## config.mk

```make
export PLATFORM = sky130hd
export DESIGN_NAME = traffic_phase_ctrl
export DESIGN_NICKNAME = d
export VERILOG_FILES = /design/src/rtl/traffic_phase_ctrl.sv
export SDC_FILE = /design/constraint.sdc
export NUM_CORES = 1
export LEC_CHECK = 0
export CAP_MARGIN = 20
export CORE_ASPECT_RATIO = 1.2
export CORE_UTILIZATION = 55
export DETAILED_ROUTE_END_ITERATION = 6
export PLACE_DENSITY = 0.85
export REMOVE_ABC_BUFFERS = 1
export SLEW_MARGIN = 20
export SYNTH_ARGS = -nofsm -noshare
export SYNTH_HDL_FRONTEND = slang
export SYNTH_SLANG_ARGS = --single-unit
```

## constraint.sdc

```tcl
create_clock -name CLK -period 4.47 [get_ports CLK]
set_input_delay 0.894 -clock CLK [delete_from_list [all_inputs] [get_ports CLK]]
set_output_delay 0.894 -clock CLK [all_outputs]
set_load 0.05 [all_outputs]
```

## src/rtl/traffic_phase_ctrl.sv

```systemverilog
// traffic_phase_ctrl: sequences N_CH approaches through GREEN_i / AMBER_i phases.
// Each phase runs for a number of ticks taken from a writable timing table.
// The table is chosen from the vehicle sensors at each green entry.
// Latched pedestrian requests clip the current green down to GREEN_MIN ticks.
// Optional macro INPUT_SYNC_EN: when defined, SENS and PB each pass through a
// 2-flop synchronizer, so their effects lag by two cycles.
module traffic_phase_ctrl #(
  parameter int N_CH      = 3,
  parameter int TIME_W    = 8,
  parameter int TICK_DIV  = 48000000,
  parameter int DEF_TIME  = 17,
  parameter int GREEN_MIN = 5,
  localparam int TW       = $clog2(N_CH + 1),
  localparam int PW       = $clog2(2 * N_CH)
) (
  input  logic              CLK,
  input  logic              RST,
  input  logic [N_CH-1:0]   SENS,
  input  logic [N_CH-1:0]   PB,
  input  logic              CFG_WE,
  input  logic [TW-1:0]     CFG_TBL,
  input  logic [PW-1:0]     CFG_PHASE,
  input  logic [TIME_W-1:0] CFG_DATA,
  output logic [N_CH-1:0]   GRN,
  output logic [N_CH-1:0]   AMB,
  output logic [N_CH-1:0]   RED,
  output logic [N_CH-1:0]   CS,
  output logic [PW-1:0]     PHASE,
  output logic [TW-1:0]     TABLE,
  output logic [N_CH-1:0]   REQ
);

  // The phase index is {approach, colour}, so PHASE = 2*approach + colour.
  localparam int CW    = PW - 1;
  localparam int NT    = N_CH + 1;
  localparam int NP    = 2 * N_CH;
  localparam int PSC_W = (TICK_DIV > 1) ? $clog2(TICK_DIV) : 1;

  typedef enum logic [0:0] {
    ST_GREEN = 1'b0,
    ST_AMBER = 1'b1
  } color_t;

  color_t            color_r;
  color_t            color_nxt_s;
  logic [CW-1:0]     ch_r;
  logic [CW-1:0]     ch_nxt_s;
  logic [PSC_W-1:0]  psc_r;
  logic [PSC_W-1:0]  psc_nxt_s;
  logic [TIME_W-1:0] timer_r;
  logic [TIME_W-1:0] timer_nxt_s;
  logic [TW-1:0]     table_r;
  logic [TW-1:0]     table_nxt_s;
  logic [N_CH-1:0]   req_r;
  logic [N_CH-1:0]   req_nxt_s;
  logic [N_CH-1:0]   grn_r;
  logic [N_CH-1:0]   amb_r;
  logic [N_CH-1:0]   red_r;
  logic [N_CH-1:0]   cs_r;
  logic [N_CH-1:0]   grn_nxt_s;
  logic [N_CH-1:0]   amb_nxt_s;
  logic [N_CH-1:0]   cs_nxt_s;
  logic [TIME_W-1:0] tbl_r [NT][NP];

  logic [N_CH-1:0]   sens_s;
  logic [N_CH-1:0]   pb_s;
  logic [N_CH-1:0]   own_s;
  logic [TW-1:0]     sens_sel_s;
  logic [PW-1:0]     phase_nxt_s;
  logic [TIME_W-1:0] ld_raw_s;
  logic [TIME_W-1:0] ld_s;
  logic              tick_s;
  logic              advance_s;
  logic              enter_green_s;
  logic              clip_s;
  logic              cfg_ok_s;

`ifdef INPUT_SYNC_EN
  logic [N_CH-1:0] sens_meta_r;
  logic [N_CH-1:0] sens_sync_r;
  logic [N_CH-1:0] pb_meta_r;
  logic [N_CH-1:0] pb_sync_r;

  // two-flop synchronizers for the asynchronous sensor and button inputs
  always_ff @(posedge CLK) begin
    if (RST) begin
      sens_meta_r <= {N_CH{1'b0}};
      sens_sync_r <= {N_CH{1'b0}};
      pb_meta_r   <= {N_CH{1'b0}};
      pb_sync_r   <= {N_CH{1'b0}};
    end else begin
      sens_meta_r <= SENS;
      sens_sync_r <= sens_meta_r;
      pb_meta_r   <= PB;
      pb_sync_r   <= pb_meta_r;
    end
  end

  assign sens_s = sens_sync_r;
  assign pb_s   = pb_sync_r;
`else
  assign sens_s = SENS;
  assign pb_s   = PB;
`endif

  // table choice from sensors: a single active sensor k selects table k+1
  always_comb begin
    sens_sel_s = {TW{1'b0}};
    for (int k = 0; k < N_CH; k++) begin
      if (sens_s == (N_CH'(1) << k)) begin
        sens_sel_s = TW'(k + 1);
      end else begin
        sens_sel_s = sens_sel_s;
      end
    end
  end

  // tick, phase-expiry, pedestrian clip and config-address qualification
  always_comb begin
    tick_s    = (psc_r == PSC_W'(TICK_DIV - 1));
    advance_s = tick_s && (timer_r <= TIME_W'(1));
    own_s     = N_CH'(1) << ch_r;
    clip_s    = (color_r == ST_GREEN) && ((req_r & ~own_s) != {N_CH{1'b0}}) &&
                (timer_r > TIME_W'(GREEN_MIN));
    cfg_ok_s  = CFG_WE && (int'(CFG_TBL) <= N_CH) && (int'(CFG_PHASE) < NP);
  end

  // phase FSM next state: GREEN_i -> AMBER_i -> GREEN_(i+1 mod N_CH)
  always_comb begin
    color_nxt_s = color_r;
    ch_nxt_s    = ch_r;
    if (advance_s) begin
      case (color_r)
        ST_GREEN: begin
          color_nxt_s = ST_AMBER;
          ch_nxt_s    = ch_r;
        end
        ST_AMBER: begin
          color_nxt_s = ST_GREEN;
          ch_nxt_s    = (ch_r == CW'(N_CH - 1)) ? {CW{1'b0}} : ch_r + CW'(1);
        end
        default: begin
          color_nxt_s = ST_GREEN;
          ch_nxt_s    = {CW{1'b0}};
        end
      endcase
    end else begin
      color_nxt_s = color_r;
      ch_nxt_s    = ch_r;
    end
    enter_green_s = advance_s && (color_nxt_s == ST_GREEN);
    phase_nxt_s   = {ch_nxt_s, color_nxt_s};
  end

  // timer, prescaler, table register and request latch next values
  always_comb begin
    table_nxt_s = enter_green_s ? sens_sel_s : table_r;
    // reads the pre-write table contents, so a same-cycle write is not seen
    ld_raw_s    = tbl_r[table_nxt_s][phase_nxt_s];
    ld_s        = (ld_raw_s == {TIME_W{1'b0}}) ? TIME_W'(1) : ld_raw_s;

    if (advance_s) begin
      timer_nxt_s = ld_s;
    end else if (clip_s) begin
      timer_nxt_s = TIME_W'(GREEN_MIN);
    end else if (tick_s) begin
      timer_nxt_s = timer_r - TIME_W'(1);
    end else begin
      timer_nxt_s = timer_r;
    end

    if (advance_s || tick_s) begin
      psc_nxt_s = {PSC_W{1'b0}};
    end else begin
      psc_nxt_s = psc_r + PSC_W'(1);
    end

    req_nxt_s = req_r | pb_s;
    if (enter_green_s) begin
      // the clear for the approach going green wins over a new press
      req_nxt_s = req_nxt_s & ~(N_CH'(1) << ch_nxt_s);
    end else begin
      req_nxt_s = req_nxt_s;
    end
  end

  // lamp and colour-change pulse values for the next cycle
  always_comb begin
    grn_nxt_s = {N_CH{1'b0}};
    amb_nxt_s = {N_CH{1'b0}};
    cs_nxt_s  = {N_CH{1'b0}};
    case (color_nxt_s)
      ST_GREEN: grn_nxt_s = N_CH'(1) << ch_nxt_s;
      ST_AMBER: amb_nxt_s = N_CH'(1) << ch_nxt_s;
      default:  grn_nxt_s = N_CH'(1);
    endcase
    if (advance_s) begin
      if (color_r == ST_GREEN) begin
        cs_nxt_s = own_s;
      end else begin
        cs_nxt_s = own_s | (N_CH'(1) << ch_nxt_s);
      end
    end else begin
      cs_nxt_s = {N_CH{1'b0}};
    end
  end

  // phase FSM state register
  always_ff @(posedge CLK) begin
    if (RST) begin
      color_r <= ST_GREEN;
      ch_r    <= {CW{1'b0}};
    end else begin
      color_r <= color_nxt_s;
      ch_r    <= ch_nxt_s;
    end
  end

  // timing state, request latch and registered lamp outputs
  always_ff @(posedge CLK) begin
    if (RST) begin
      psc_r   <= {PSC_W{1'b0}};
      timer_r <= TIME_W'(DEF_TIME);
      table_r <= {TW{1'b0}};
      req_r   <= {N_CH{1'b0}};
      grn_r   <= N_CH'(1);
      amb_r   <= {N_CH{1'b0}};
      red_r   <= ~N_CH'(1);
      cs_r    <= {N_CH{1'b0}};
    end else begin
      psc_r   <= psc_nxt_s;
      timer_r <= timer_nxt_s;
      table_r <= table_nxt_s;
      req_r   <= req_nxt_s;
      grn_r   <= grn_nxt_s;
      amb_r   <= amb_nxt_s;
      red_r   <= ~(grn_nxt_s | amb_nxt_s);
      cs_r    <= cs_nxt_s;
    end
  end

  // timing table storage; writes are held off during reset
  always_ff @(posedge CLK) begin
    if (RST) begin
      for (int t = 0; t < NT; t++) begin
        for (int p = 0; p < NP; p++) begin
          tbl_r[t][p] <= TIME_W'(DEF_TIME);
        end
      end
    end else if (cfg_ok_s) begin
      tbl_r[CFG_TBL][CFG_PHASE] <= CFG_DATA;
    end
  end

  assign PHASE = {ch_r, color_r};
  assign TABLE = table_r;
  assign GRN   = grn_r;
  assign AMB   = amb_r;
  assign RED   = red_r;
  assign CS    = cs_r;
  assign REQ   = req_r;

endmodule
```

==> flow_summary.json <==
{
  "dpl_worst_slack_ns": 0.184,
  "core_mm2": 0.0205,
  "crit_path_top_delay_cell": "or4b_1",
  "cts_tree": "done",
  "status": "completed",
  "cts_resized": 0,
  "path_cells": "or4b_1 > nor4_4 > nand3_1 > inv_1 > ha_1 > nand2b_1 > o21ai_4 > buf_12 > mux2i_1 > mux4_2 > o22ai_1 > nor2_1 > o2111ai_1 > nor4_1 > or3_1",
  "h-tree-depth": 1,
  "final_cell_count_no_fill": 1267,
  "yosysTopAreaCell": "edfxtp_1",
  "fin_nets": 1009,
  "synthDistinctLibCells": 56,
  "fill_cells": 1493,
  "power_density_mw_per_mm2": 376,
  "cts_setup_buffers": 0,
  "seq_area_mm2": 0.00685,
  "cp_top_family": "simple AND/OR/NAND/NOR gates",
  "drt-initial-drc-count": 875,
  "num_vias": 7698,
  "setup-tns-final_ns": 0,
  "die_h_um": 161,
  "yosys_register_bits": 246,
  "start_util_pct": 56.8,
  "yosysMostFrequentCell": "edfxtp_1",
  "fp.dieW_um": 135,
  "end_kind": "flop",
  "ios": 42,
  "p_leak_nw": 4.89,
  "synth_edf_count": 192,
  "hold_viol": 0,
  "synthesis.area_mm2": 0.0116,
  "worst_slew_pin_slew_ns": 1.12,
  "die-area_mm2": 0.0217,
  "setup_viol": 0,
  "max_freq_mhz": 234,
  "timing.critical_path.buf_inv": 2,
  "drv_slew": 0,
  "max_cap_viol_count": 0,
  "cp_data_arrival_time_ns": 4.68,
  "p_total_mw": 4.95,
  "grt_use_total_pct": 25.5,
  "cts_buffers": 25,
  "min_path_type": "flop to flop",
  "vias_per_cell": 6.08,
  "antenna_cells": 0,
  "dp.cells": 1217,
  "gp_congestion": 0.980,
  "yosys_warnings": 0,
  "grt_util_met3_pct": 4.11,
  "required_ns": 4.88,
  "grt_pass1_wl_mm": 41.9,
  "synth_common_cells": "edfxtp_1 (192), and2_1 (153), nor2_1 (88), mux2i_1 (83), or3_1 (57)",
  "final_antenna_net_count": 0,
  "cts_num_sinks": 246,
  "worstSetupPathType": "flop to flop",
  "slowest_delay_ns": 0.59,
  "grtUsageMet2_pct": 42.1,
  "finClkSkew_ns": 0.00965,
  "grt-ovfl-total": 0,
  "grt_pass1_vias": 7489,
  "grt_max_degree": 50,
  "finalCritPeriodShare_pct": 95.5,
  "hold_slack_ns": 0.452,
  "multi_input_area_mm2": 0.00454,
  "syn_inst": 955,
  "firstDrtPassIters": 5,
  "dominantRegCellSynth": "edfxtp_1",
  "worst_slack_ns": 0.199,
  "portBuffers": 41,
  "max_slew_margin_pct": 25.2,
  "period_needed_ns": 4.27,
  "wire_per_inst_um": 21.6,
  "rows": 57,
  "cp-start-kind": "flop",
  "clk_path_buf_depth": 3,
  "grtUsageMet1_pct": 33.9,
  "path_max_fanout": 21,
  "drive_gt1_share_pct": 12.2,
  "place_hpwl_mm": 17.8,
  "drc_errors": 0,
  "cts.clk_slew.worst_paths_ns": 0.06,
  "rrSetupSlack_ns": 0.20,
  "busiest_layer": "met2",
  "ir_drop_v": 0.000382,
  "wirelength_mm": 27.4,
  "clock-root-buffer": "clkbuf_16",
  "rsz0062_at_grt": "false",
  "synth_area_leaders": "edfxtp_1 (50%), dfxtp_1 (9.3%), and2_1 (8.2%), mux2i_1 (7.1%), mux4_2 (3.7%)",
  "async_flop_share_pct": 0,
  "antenna_found_initial": 0,
  "holdBufCountCts": 0,
  "area_delta_synth_final_pct": 13.1,
  "yosysTopAreaCellShare_pct": 49.6,
  "avgSynthCellArea_um2": 12.2,
  "clk_latency_ns": 0.53,
  "seq_area_frac_synth_pct": 58.9
}
[cell usage in the layout (no fill, tap or decap), drive strengths merged, types with 13 or more instances in the layout]
cell,instances
a21oi,13
and2,153
buf,22
clkbuf,35
clkdlybuf4s50,39
dfxtp,54
edfxtp,192
mux2i,83
mux4,19
nand2,36
nand4,13
nor2,88
o21ai,18
or2,27
or3,57
xor2,15
[layer usage]
layer,routed length (µm),vias to the layer above
met5,0,-
met4,1070,0
met3,2310,86
met2,13100,387
met1,10800,3721
li1,-,3504
[worst paths after layout]
kind                                      startpoint                      end  cells past startpoint
worst max-delay path            psc_r[16]$_SDFF_PP0_  timer_r[0]$_SDFFE_PP1P_                     15
worst min-delay path             psc_r[0]$_SDFF_PP0_      psc_r[0]$_SDFF_PP0_                      1
worst max register to register  psc_r[16]$_SDFF_PP0_  timer_r[0]$_SDFFE_PP1P_                     15
worst min register to register   psc_r[0]$_SDFF_PP0_      psc_r[0]$_SDFF_PP0_                      1
[layout make-up]
| type | count | share of cell area (%) |
|---|---|---|
| Inverter | 7 | 0.200 |
| Clock inverter | 12 | 0.923 |
| Sequential cell | 246 | 52.0 |
| Multi-Input combinational cell | 641 | 34.5 |
| Timing Repair Buffer | 62 | 4.57 |
| Tap cell | 265 | 2.52 |
| Clock buffer | 34 | 5.24 |
[power breakdown]
| part | switching, mW | internal (mW) |
|---|---|---|
| Combinational | 0.181 | 0.0957 |
| Clock | 0.857 | 1.20 |
| Sequential | 0.0487 | 2.57 |
[cell families (layout without fill, tap and decap cells)]
family                   Yosys count  after routing  share of synthesized area, %
AO/OA/AOI/OAI                     70             70                          3.97
XOR/XNOR                          24             24                          1.81
adder cells (fa/ha/maj)            4              4                         0.430
buffers and inverters             68            115                          2.33
flip-flops                       246            246                          58.9
multiplexers                     107            107                          11.4
AND/OR/NAND/NOR                  436            436                          21.2
[registers in the layout, summed over array words and instances (netlist names)]
| signal | cells |
|---|---|
| AMB | 3 |
| CS | 3 |
| GRN | 3 |
| RED | 3 |
| REQ | 3 |
| TABLE | 2 |
| ch_r | 2 |
| color_r | 1 |
| psc_r | 26 |
| tbl_r | 192 |
| timer_r | 8 |
[worst reg2reg max path, cell delays in order (launching register included)]
cell and delay (ns):
dfxtp_1 0.35, or4b_1 0.59, nor4_4 0.31, nand3_1 0.13
inv_1 0.13, ha_1 0.32, nand2b_1 0.16, o21ai_4 0.28
buf_12 0.25, mux2i_1 0.22, mux4_2 0.50, o22ai_1 0.29
nor2_1 0.08, o2111ai_1 0.12, nor4_1 0.07, or3_1 0.36
[per-stage QoR]
step / utilization, % / cell area (µm²)
floorplan: - / 11400
CTS: 64.1 / 13100
finish: 64.3 / 13200
global route: 64.3 / 13200
global placement: 60.1 / 12300
detailed placement: 60.1 / 12300
Power figures use the tool's default switching activity.
